===== src/rtl/led_phase_scheduler.sv =====
// Time-multiplexes the optical front end through RED, IR and ambient phases.
// Each phase settles, then averages ADC samples. One result set is published per frame.
module led_phase_scheduler #(
    parameter int SETTLE_CYC = 2,
    parameter int ACC_LOG2   = 2,
    parameter int DARK_EN    = 1
) (
    input  logic       CLK,
    input  logic       rst_n,
    input  logic       enable,
    input  logic [6:0] RED_DC_Comp_in,
    input  logic [6:0] IR_DC_Comp_in,
    input  logic [3:0] RED_PGA_in,
    input  logic [3:0] IR_PGA_in,
    input  logic [7:0] ADC,
    output logic       LED_RED,
    output logic       LED_IR,
    output logic [6:0] DC_Comp,
    output logic [3:0] PGA_Gain,
    output logic [7:0] RED_ADC_Value,
    output logic [7:0] IR_ADC_Value,
    output logic [7:0] AMB_ADC_Value,
    output logic       sample_valid,
    output logic       busy
);

    typedef enum logic [2:0] {
        IDLE, RED_SET, RED_ACQ, IR_SET, IR_ACQ, DRK_SET, DRK_ACQ, PUBLISH
    } state_t;

    localparam int         ACC_W    = 8 + ACC_LOG2;
    localparam logic [4:0] SET_LAST = 5'(SETTLE_CYC - 1);
    localparam logic [4:0] ACQ_LAST = 5'((1 << ACC_LOG2) - 1);

    function automatic logic [7:0] avg_trunc(input logic [ACC_W-1:0] sum);
        return 8'(sum >> ACC_LOG2);
    endfunction

    state_t             state, state_nx;
    logic [4:0]         cnt;
    logic [ACC_W-1:0]   acc;
    logic [ACC_W-1:0]   acc_sum;
    logic [6:0]         lat_red_dc, lat_ir_dc;
    logic [3:0]         lat_red_pga, lat_ir_pga;
    logic [7:0]         red_avg, ir_avg, amb_avg;
    logic [7:0]         red_nx, ir_nx, amb_nx, avg_now;
    logic               set_done, acq_done, frame_start, in_acq;
    logic [6:0]         use_red_dc, use_ir_dc;
    logic [3:0]         use_red_pga, use_ir_pga;
    logic               led_red_d, led_ir_d;
    logic [6:0]         dc_d;
    logic [3:0]         pga_d;

    always_ff @(posedge CLK or negedge rst_n) begin
        if (!rst_n) state <= IDLE;
        else        state <= state_nx;
    end

    always_comb begin
        state_nx = state;
        set_done = (cnt == SET_LAST);
        acq_done = (cnt == ACQ_LAST);
        unique case (state)
            IDLE:    if (enable)   state_nx = RED_SET;
            RED_SET: if (set_done) state_nx = RED_ACQ;
            RED_ACQ: if (acq_done) state_nx = IR_SET;
            IR_SET:  if (set_done) state_nx = IR_ACQ;
            IR_ACQ:  if (acq_done) state_nx = (DARK_EN != 0) ? DRK_SET : PUBLISH;
            DRK_SET: if (set_done) state_nx = DRK_ACQ;
            DRK_ACQ: if (acq_done) state_nx = PUBLISH;
            PUBLISH: state_nx = enable ? RED_SET : IDLE;
            default: state_nx = IDLE;
        endcase
    end

    // Settings are sampled only at frame start; outputs are registered from the next state,
    // so the fresh settings are forwarded on the frame-start edge itself.
    always_comb begin
        frame_start = (state == IDLE || state == PUBLISH) && (state_nx == RED_SET);
        in_acq      = (state == RED_ACQ) || (state == IR_ACQ) || (state == DRK_ACQ);
        acc_sum     = acc + ACC_W'(ADC);
        avg_now     = avg_trunc(acc_sum);
        use_red_dc  = frame_start ? RED_DC_Comp_in : lat_red_dc;
        use_ir_dc   = frame_start ? IR_DC_Comp_in  : lat_ir_dc;
        use_red_pga = frame_start ? RED_PGA_in     : lat_red_pga;
        use_ir_pga  = frame_start ? IR_PGA_in      : lat_ir_pga;
        red_nx      = (state == RED_ACQ && acq_done) ? avg_now : red_avg;
        ir_nx       = (state == IR_ACQ  && acq_done) ? avg_now : ir_avg;
        amb_nx      = (state == DRK_ACQ && acq_done) ? avg_now : amb_avg;
        led_red_d   = 1'b0;
        led_ir_d    = 1'b0;
        dc_d        = 7'd0;
        pga_d       = 4'd0;
        unique case (state_nx)
            RED_SET, RED_ACQ: begin
                led_red_d = 1'b1;
                dc_d      = use_red_dc;
                pga_d     = use_red_pga;
            end
            IR_SET, IR_ACQ: begin
                led_ir_d  = 1'b1;
                dc_d      = use_ir_dc;
                pga_d     = use_ir_pga;
            end
            DRK_SET, DRK_ACQ: begin
                dc_d      = use_red_dc;
                pga_d     = use_red_pga;
            end
            default: ;
        endcase
    end

    always_ff @(posedge CLK or negedge rst_n) begin
        if (!rst_n) begin
            cnt           <= 5'd0;
            acc           <= '0;
            lat_red_dc    <= 7'd0;
            lat_ir_dc     <= 7'd0;
            lat_red_pga   <= 4'd0;
            lat_ir_pga    <= 4'd0;
            red_avg       <= 8'd0;
            ir_avg        <= 8'd0;
            amb_avg       <= 8'd0;
            LED_RED       <= 1'b0;
            LED_IR        <= 1'b0;
            DC_Comp       <= 7'd0;
            PGA_Gain      <= 4'd0;
            RED_ADC_Value <= 8'd0;
            IR_ADC_Value  <= 8'd0;
            AMB_ADC_Value <= 8'd0;
            sample_valid  <= 1'b0;
            busy          <= 1'b0;
        end else begin
            cnt <= (state_nx != state) ? 5'd0 : cnt + 5'd1;
            acc <= (in_acq && !acq_done) ? acc_sum : '0;
            if (frame_start) begin
                lat_red_dc  <= RED_DC_Comp_in;
                lat_ir_dc   <= IR_DC_Comp_in;
                lat_red_pga <= RED_PGA_in;
                lat_ir_pga  <= IR_PGA_in;
            end
            red_avg  <= red_nx;
            ir_avg   <= ir_nx;
            amb_avg  <= amb_nx;
            LED_RED  <= led_red_d;
            LED_IR   <= led_ir_d;
            DC_Comp  <= dc_d;
            PGA_Gain <= pga_d;
            if (state_nx == PUBLISH) begin
                RED_ADC_Value <= red_nx;
                IR_ADC_Value  <= ir_nx;
                AMB_ADC_Value <= (DARK_EN != 0) ? amb_nx : 8'd0;
            end
            sample_valid <= (state_nx == PUBLISH);
            busy         <= (state_nx != IDLE);
        end
    end

endmodule

===== config.mk =====
export PLATFORM = sky130hd
export DESIGN_NAME = led_phase_scheduler
export DESIGN_NICKNAME = d
export VERILOG_FILES = /design/src/rtl/led_phase_scheduler.sv
export SDC_FILE = /design/constraint.sdc
export NUM_CORES = 1
export LEC_CHECK = 0
export BUFFER_PORTS_ARGS = -buffer_cell sky130_fd_sc_hd__buf_2
export CAP_MARGIN = 20
export CORE_MARGIN = 8
export CORE_UTILIZATION = 45
export DETAILED_ROUTE_END_ITERATION = 12
export PLACE_DENSITY_LB_ADDON = 0.2
export SYNTH_ARGS = -nofsm -noshare
export SYNTH_HDL_FRONTEND = slang
export SYNTH_SLANG_ARGS = --single-unit

===== constraint.sdc =====
create_clock -name CLK -period 3.47 [get_ports CLK]
set_clock_uncertainty 0.15 [all_clocks]
set_input_delay 0.347 -clock CLK [delete_from_list [all_inputs] [get_ports CLK]]
set_output_delay 0.347 -clock CLK [all_outputs]
set_load 0.02 [all_outputs]

==> results of run 1 <==
[logic make-up (layout without fill, tap and decap cells)]
kind of cell             count (synthesis)  in the layout  share of synthesized area
AND/OR/NAND/NOR                        107            107                     0.1166
multiplexers                            38             38                    0.09511
buffers and inverters                   35            121                    0.03580
flip-flops                             103            103                     0.5762
adder cells (fa/ha/maj)                 15             15                    0.04364
AO/OA/AOI/OAI                           82             82                     0.1150
XOR/XNOR                                 9              9                    0.01762
[through the flow]
step	hold slack (ns)	instances
2_1_floorplan	-0.09859	389
3_3_place_gp	0.3015	590
3_5_place_dp	0.3067	590
4_1_cts	0.03165	607
5_1_grt	0.03819	608
6_report	0.04999	608
[where the power goes]
part / switching [mW] / total, mW / internal, mW
clock: 0.418 / 0.691 / 0.273
sequential: 0.269 / 2.05 / 1.78
combinational: 1.40 / 2.44 / 1.03
total: 2.09 / 5.18 / 3.08
[Yosys cell counts (all sizes together), types with 2 or more instances]
cell type	instances	area (um^2)
o21ai	48	255.2
buf	9	62.55
nand2b	11	68.82
a31oi	2	12.51
mux2	24	285.3
a22oi	2	15.01
and2	2	12.51
and3	2	12.51
inv	20	75.07
o31ai	2	15.01
o211ai	4	30.03
a21o	3	22.52
a21oi	9	45.04
dfrtp	103	2577
o21a	4	30.03
nand3	5	25.02
nand2	44	175.2
mux2i	14	140.1
nand3b	2	15.01
nor3	4	20.02
xnor2	5	43.79
ha	14	175.2
a211oi	4	30.03
nor2	30	112.6
clkbuf	6	22.52
xor2	4	35.03
[cell usage in the layout, fill, tap and decap left out, drive strengths merged, types with 3 or more instances in the layout]
master,instances
dfrtp,103
buf,84
o21ai,48
nand2,44
nor2,30
mux2,24
inv,22
mux2i,14
ha,14
nand2b,11
clkbuf,10
a21oi,9
nand3,5
xnor2,5
nor3,4
o211ai,4
o21a,4
a211oi,4
xor2,4
a21o,3
clkinv,3
[area by class of cell]
cell class | instances | area share
clock buffers | 10 | 0.02443
multi-input cells | 251 | 0.3329
inverters | 20 | 0.01437
repair buffers | 85 | 0.09291
flip-flops and latches | 103 | 0.4933
clock inverters | 6 | 0.01030
well taps | 133 | 0.03185
[per-layer routing]
layer	vias to the layer above	wire, um	track usage
met5	-	0	0
met4	0	117	0.05186
met3	10	435	0.03335
met2	59	4329	0.2388
met1	1440	4095	0.1791
li1	1490	-	-
[critical path: stages, from the launching register on]
cell       delay, ns
dfrtp_1         0.41
ha_1            0.25
nor4b_4         0.30
a22oi_1         0.16
o211ai_1        0.28
ha_1            0.24
nand4b_1        0.12
a2bb2oi_2       0.17
inv_1           0.11
buf_4           0.27
mux2_2          0.36
[worst max path at each step]
stage	depth (start not counted)	start	to
3_5_place_dp	10	cnt[1]	DC_Comp[4]
5_1_grt	10	cnt[0]	IR_ADC_Value[0]
3_3_place_gp	10	cnt[1]	PGA_Gain[1]
4_1_cts	10	cnt[1]	PGA_Gain[3]
2_1_floorplan	11	cnt[1]	RED_ADC_Value[0]
6_report	10	cnt[0]	AMB_ADC_Value[1]
[registers in the layout, summed over array words and instances (netlist names), 5 cells and up]
| name | count |
|---|---|
| AMB_ADC_Value | 8 |
| cnt | 5 |
| lat_ir_dc | 7 |
| acc | 10 |
| ir_avg | 8 |
| IR_ADC_Value | 8 |
| lat_red_dc | 7 |
| red_avg | 8 |
| amb_avg | 8 |
| DC_Comp | 7 |
| RED_ADC_Value | 8 |
==> results.yml, run 1 <==
sta:
  post-route-period-util: 0.8412
  grt_setup_unrepaired: "false"
  finalCriticalPeriod_ns: 2.919
  final.setup.tns_ns: 0
  drv_slew: 0
  max_freq_mhz: 342.6
  tightest_slew_ns: 0.7952
  fin_ws_ns: 0.5511
  relSlewSlack: 0.4699
  setup_viol: 0
  finalHoldViolCount: 0
min_path:
  min_from: "IR_DC_Comp_in[5]"
  min_path_cells: 3
  holdPathEnd: "lat_ir_dc[5]"
  worstHoldPathType: "in2reg"
die:
  core_um2: 9729
  die_height_um: 115.7
  ios: 72
  die_w_um: 115.7
  die-area_um2: 13390
  initial_core_util: 0.4597
  rows: 36
synthesis:
  synthArstFlopShare: 1.000
  syn_nets: 437
  ys_warn_count: 0
  synth_cells: 389
  synth_area_um2: 4473
  synth_edf_count: 0
  syn_avg_cell_area_um2: 11.50
  ys.flop_type: "dfrtp_1"
  ys_ff_latch: 103
  yosysSeqAreaShare: 0.5762
  synth_cell_types: 45
drt:
  via_per_inst: 4.933
  drtIter0Drc: 99
  wl_per_cell_um: 14.76
  drtPass1Iterations: 4
  via_count: 2999
  drtAntennaViolNets: 0
  drt-total-wl_um: 8977
  drc: 0
final_layout:
  final_nets: 518
  final_util: 0.5370
  multi_input_area_um2: 1739
  ff_latch_area_um2: 2577
  syn2layout_area_growth_pct: 16.81
  num_antenna_cells: 0
  fin_area_um2: 5225
  fillers: 877
  drive_above_1_share: 0.2884
clocking:
  cts_tree: "yes"
  postCtsSetupRepairBufs: 0
  clk_pin_slew_ns: 0.10
  cts_buffer_depth: 2
  cts_resized: 0
  clk_latency_ns: 0.36
  htreeDepth: 3
  numClockSinks: 103
  hold_buffers: 1
  cts_buffers: 9
  cts_root_buf: "clkbuf_8"
global_route:
  track_usage: 0.1435
  grt_max_degree: 64
  grt-ovfl-total: 0
  antenna_found_initial: 0
  grt_pass1_vias: 3113
  grt_pass1_wl_um: 15060
pwr:
  ir_drop_mv: 0.5088
  finalPower_mw: 5.175
  power.density_nw_per_um2: 990.5
  leakagePower_nw: 2.621
worst_setup_path:
  arrival_ns: 3.01
  cp.required_ns: 3.56
  cp-start-kind: "flip-flop"
  reg2reg_to: "AMB_ADC_Value[1]"
  r2r_slack_ns: 0.55
  r2r-start: "cnt[0]"
  path_max_fanout: 17
  crit_type: "reg2reg"
  end_kind: "flip-flop"
  reg2reg_depth: 10
job:
  max_cap_viol_count: 0
placed_design:
  hpwlAfterDp_um: 6474
  portBuffers: 71
  dpl_worst_slack_ns: 0.4772
  placed_area_um2: 5019
  gp_congestion: 0.7523
status:
  status: "complete, no violations"
No activity file was read; power rests on OpenSTA's default activity.
==> inputs of run 2 (changes only) <==
Clock period 3.47 ns to 2.9 ns, I/O delays scaled along.
==> run 2 against run 1 <==
  * Final area increased by 4.1%
  * Die area unchanged
  * Critical path depth increased by 2
  * Via count increased by 3.3%
  * Setup slack got worse by 0.41 ns
  * Non-clock buffer count increased by 15
  * Worst hold slack got worse by 0.028 ns
  * Routed wire length increased by 5.6%
  * Total power increased by 24%
  * Largest cell class unchanged
==> results.yml, run 2 (synthesized netlist as in run 1, its figures left out) <==
status:
  status: "complete, no violations"
clocking:
  cts_buffer_depth: 2
  cts_root_buf: "clkbuf_8"
  cts_tree: "yes"
  clk_pin_slew_ns: 0.11
  cts_buffers: 9
  htreeDepth: 3
  clk_latency_ns: 0.36
  numClockSinks: 103
sta:
  drv_slew: 0
  final.setup.tns_ns: 0
  relSlewSlack: 0.6171
  setup_viol: 0
  tightest_slew_ns: 0.5744
  post-route-period-util: 0.9526
  max_freq_mhz: 362.0
  finalHoldViolCount: 0
  grt_setup_unrepaired: "true"
  finalCriticalPeriod_ns: 2.763
worst_setup_path:
  cp.required_ns: 2.98
  crit_path_start: "cnt[1]"
  reg2reg_to: "PGA_Gain[1]"
  crit_buf_inv: 3
  cp-endpoint: "PGA_Gain[1]"
  r2r_slack_ns: 0.14
  critical-path-top-delay-family: "simple AND/OR/NAND/NOR gates"
  arrival_ns: 2.85
  end_kind: "flip-flop"
  path_max_fanout: 5
  r2r-start: "cnt[1]"
  cp_slowest_cell: "or4b_4"
  crit_type: "reg2reg"
  cp.depth: 12
  cp-start-kind: "flip-flop"
  crit_chain: "inv_1 -> ha_1 -> or4b_4 -> nand3_2 -> o211ai_1 -> buf_4 -> ha_2 -> o21ai_4 -> clkbuf_16 -> mux2_2 -> nand2b_1 -> o21ai_0"
  reg2reg_depth: 12
  max_stage_delay_ns: 0.49
pwr:
  ir_drop_mv: 0.5270
  leakagePower_nw: 2.719
  power.density_nw_per_um2: 1181
final_layout:
  syn2layout_area_growth_pct: 21.57
  fin_area_um2: 5438
  num_antenna_cells: 0
  final_util: 0.5589
  final_cell_mix: "dfrtp_1, buf_2, o21ai_0"
  final_nets: 533
  final_common_cell: "dfrtp_1"
  largest_reg_flops: 10
  fillers: 888
  regMostFlops: "acc"
  drive_above_1_share: 0.3027
drt:
  drtPass1Iterations: 4
  drtAntennaViolNets: 0
  via_per_inst: 4.982
  wl_per_cell_um: 15.24
  via_count: 3099
  drt-total-wl_um: 9481
  drtIter0Drc: 156
  drc: 0
min_path:
  min_from: "IR_PGA_in[0]"
  worstHoldPathType: "in2reg"
die:
  ios: 72
  die_height_um: 115.7
  initial_core_util: 0.4597
  die-area_um2: 13390
  core_um2: 9729
  die_w_um: 115.7
  rows: 36
placed_design:
  hpwlAfterDp_um: 6666
  gp_congestion: 0.7561
  placed_area_um2: 5074
  portBuffers: 71
global_route:
  grt_max_degree: 61
  grt_pass1_wl_um: 15620
  grt-ovfl-total: 0
  grt_pass1_vias: 3203
  track_usage: 0.1473
  antenna_found_initial: 0
job:
  max_cap_viol_count: 0
[run 2: routing by layer]
| metal | up-vias | global-route usage | part of all wire |
|---|---|---|---|
| met5 | - | 0 | 0 |
| met4 | 0 | 0.03889 | 0.0053 |
| met3 | 5 | 0.04273 | 0.058 |
| met2 | 59 | 0.2535 | 0.51 |
| met1 | 1524 | 0.1766 | 0.42 |
| li1 | 1511 | - | - |
[run 2: per-stage QoR]
stage | hold slack (ns) | worst slack [ns] | instances | power (mW)
2_1_floorplan | -0.1556 | 0.09515 | 389 | 4.473
3_3_place_gp | 0.1688 | 0.1816 | 594 | 5.373
6_report | 0.02167 | 0.1374 | 622 | 6.423
3_5_place_dp | 0.1750 | 0.07705 | 594 | 5.478
5_1_grt | 0.01376 | -0.02275 | 622 | 6.940
4_1_cts | 0.002812 | 0.05588 | 617 | 6.397
[run 2: worst min-delay path by stage]
stage / slack [ns] / end / cells past startpoint
2_1_floorplan: -0.16 / AMB_ADC_Value[0] / 0
3_3_place_gp: 0.17 / acc[7] / 1
3_5_place_dp: 0.18 / acc[7] / 1
4_1_cts: 0.003 / lat_ir_pga[0] / 3
5_1_grt: 0.01 / lat_red_dc[1] / 2
6_report: 0.02 / lat_ir_pga[0] / 3
[run 2: worst register-to-register path, delay by kind of cell, from the launching register on]
family	cells	cell delay, ns
AND/OR/NAND/NOR	3	0.67
adder cells (fa/ha/maj)	2	0.34
multiplexers	1	0.34
buffers and inverters	3	0.44
flip-flops	1	0.40
AO/OA/AOI/OAI	3	0.31
[run 2: repair_timing]
item | in CTS | in global routing
setup endpoints to repair | 0 | 24
hold buffers | 8 | 0
setup buffers | 0 | 3
gates resized for setup | 0 | 5
hold endpoints to repair | 50 | 0
[run 2: final cells by class]
type | instances | area, um^2 | area share
Tap cell | 133 | 166.4 | 0.03060
Clock inverter | 6 | 70.07 | 0.01289
Inverter | 20 | 75.07 | 0.01381
Timing Repair Buffer | 100 | 668.1 | 0.1229
Sequential cell | 103 | 2577 | 0.4740
Multi-Input combinational cell | 251 | 1757 | 0.3231
Clock buffer | 9 | 123.9 | 0.02278
[run 2: where the power goes]
| group | switching [mW] | internal (mW) | leakage, nW | total, mW |
|---|---|---|---|---|
| clock | 0.492 | 0.402 | 0.0936 | 0.894 |
| combinational | 1.72 | 1.35 | 1.38 | 3.07 |
| sequential | 0.330 | 2.13 | 1.25 | 2.46 |
==> inputs of run 3 (changes only) <==
Settings changed: CORE_UTILIZATION 45 to 56.
==> run 3 against run 2 <==
  * First-iteration DRC count shrank 6.4%
  * Register-to-register slack lost 0.04 ns
  * Critical path depth shrank 2
  * Non-clock buffer count grew 2
  * Global-route usage grew 3.2 points
  * Sequential share of layout area grew 0.41 points
  * Combinational power is essentially flat
  * Setup slack lost 0.038 ns
  * Core utilization grew 14 points
  * Fmax shrank 1.4%
  * Largest cell class unchanged
  * Highest routed layer unchanged
  * Sequential power is essentially flat
==> results.yml, run 3 (synthesized netlist as in run 1, its figures left out) <==
status:
  status: "complete, no violations"
worst_setup_path:
  r2r-start: "cnt[0]"
  cp-start-kind: "flip-flop"
  crit_type: "reg2reg"
  path_max_fanout: 7
  r2r_slack_ns: 0.1
  arrival_ns: 2.89
  cp.required_ns: 2.99
  reg2reg_to: "IR_ADC_Value[0]"
  reg2reg_depth: 10
  end_kind: "flip-flop"
final_layout:
  final_cell_mix: "dfrtp_1, buf_2, o21ai_0"
  fillers: 573
  multi_input_area_um2: 1764
  fin_area_um2: 5391
  largest_reg_flops: 10
  final_common_cell: "dfrtp_1"
  drive_above_1_share: 0.3130
  syn2layout_area_growth_pct: 20.53
  ff_latch_area_um2: 2577
  final_util: 0.6977
  num_antenna_cells: 0
  final_nets: 535
  final_cells: 594
  regMostFlops: "acc"
clocking:
  clk_pin_slew_ns: 0.09
  cts_buffer_depth: 2
  cts_root_buf: "clkbuf_8"
  clk_latency_ns: 0.35
  numClockSinks: 103
  htreeDepth: 3
  cts_tree: "yes"
  cts_buffers: 9
global_route:
  grt_pass1_wl_um: 16330
  grt-ovfl-total: 0
  grt_pass1_vias: 3358
  grt_max_degree: 53
  track_usage: 0.1792
  antenna_found_initial: 0
pwr:
  power.density_nw_per_um2: 1206
  finalPower_mw: 6.503
  ir_drop_mv: 0.8276
  leakagePower_nw: 2.713
drt:
  via_per_inst: 5.281
  drtAntennaViolNets: 0
  drtIter0Drc: 146
  drt-total-wl_um: 9386
  drc: 0
  wl_per_cell_um: 15.80
  drtPass1Iterations: 4
  via_count: 3137
job:
  max_cap_viol_count: 0
sta:
  tightest_slew_ns: 0.6508
  max_freq_mhz: 357.0
  relSlewSlack: 0.5661
  fin_ws_ns: 0.09910
  setup_viol: 0
  finalHoldViolCount: 0
  finalCriticalPeriod_ns: 2.801
  drv_slew: 0
  post-route-period-util: 0.9658
die:
  ios: 72
  rows: 32
  core_um2: 7727
  initial_core_util: 0.5789
  die-area_um2: 11100
  die_w_um: 105.4
  die_height_um: 105.4
min_path:
  min_from: "IR_PGA_in[1]"
  worstHoldPathType: "in2reg"
  holdPathEnd: "lat_ir_pga[1]"
  min_path_cells: 3
placed_design:
  placed_area_um2: 5010
  dpl_worst_slack_ns: 0.01965
  portBuffers: 71
  gp_congestion: 0.7951
  placed_cells: 563
  hpwlAfterDp_um: 6688
## run 3: worst max-delay path, stage by stage, from the launching register on
cell and delay (ns):
dfrtp_1 0.40, ha_2 0.23, nor4b_4 0.30, a22oi_2 0.14
o211ai_1 0.34, ha_2 0.26, nand4b_1 0.10, a2bb2oi_2 0.17
inv_2 0.09, buf_4 0.16, mux2_2 0.34
## run 3: how the worst max path moves through the flow
stage               slack, ns   start  depth (start not counted)                to
global placement         0.11  cnt[1]                         11       PGA_Gain[0]
global route            -0.08  cnt[0]                         10   IR_ADC_Value[0]
CTS                      0.03  cnt[1]                         11        DC_Comp[2]
detailed placement       0.02  cnt[1]                         11        DC_Comp[2]
finish                    0.1  cnt[0]                         10   IR_ADC_Value[0]
floorplan                 0.1  cnt[1]                         11  RED_ADC_Value[0]
## run 3: metrics by stage
stage	TNS, ns	hold WS, ns
after floorplan	0	-0.1556
after global placement	0	0.2072
after detailed placement	0	0.2083
after CTS	0	0.004603
after global routing	-0.5507	0.02447
final	0	0.01911
## run 3: report_power, final
part	internal (mW)	total, mW	switching, mW
Combinational	1.32	3.06	1.74
Clock	0.510	0.965	0.455
Sequential	2.13	2.48	0.348
## run 3: metal layers
layer,track usage,part of all wire
met5,0,0
met4,0.05097,0.013
met3,0.05786,0.046
met1,0.2125,0.42
met2,0.3049,0.52
## run 3: layout make-up
cell class	count	area share
clock buffers	11	0.02622
clock inverters	5	0.01508
inverters	20	0.01392
multi-input cells	251	0.3272
flip-flops and latches	103	0.4781
well taps	102	0.02367
repair buffers	102	0.1158
## run 3: timing repair
item | in CTS | in global routing
hold buffers | 7 | 0
setup endpoints to repair | 0 | 26
resized for setup | 0 | 9
buffers inserted | 0 | 8
hold endpoints to repair | 55 | 0
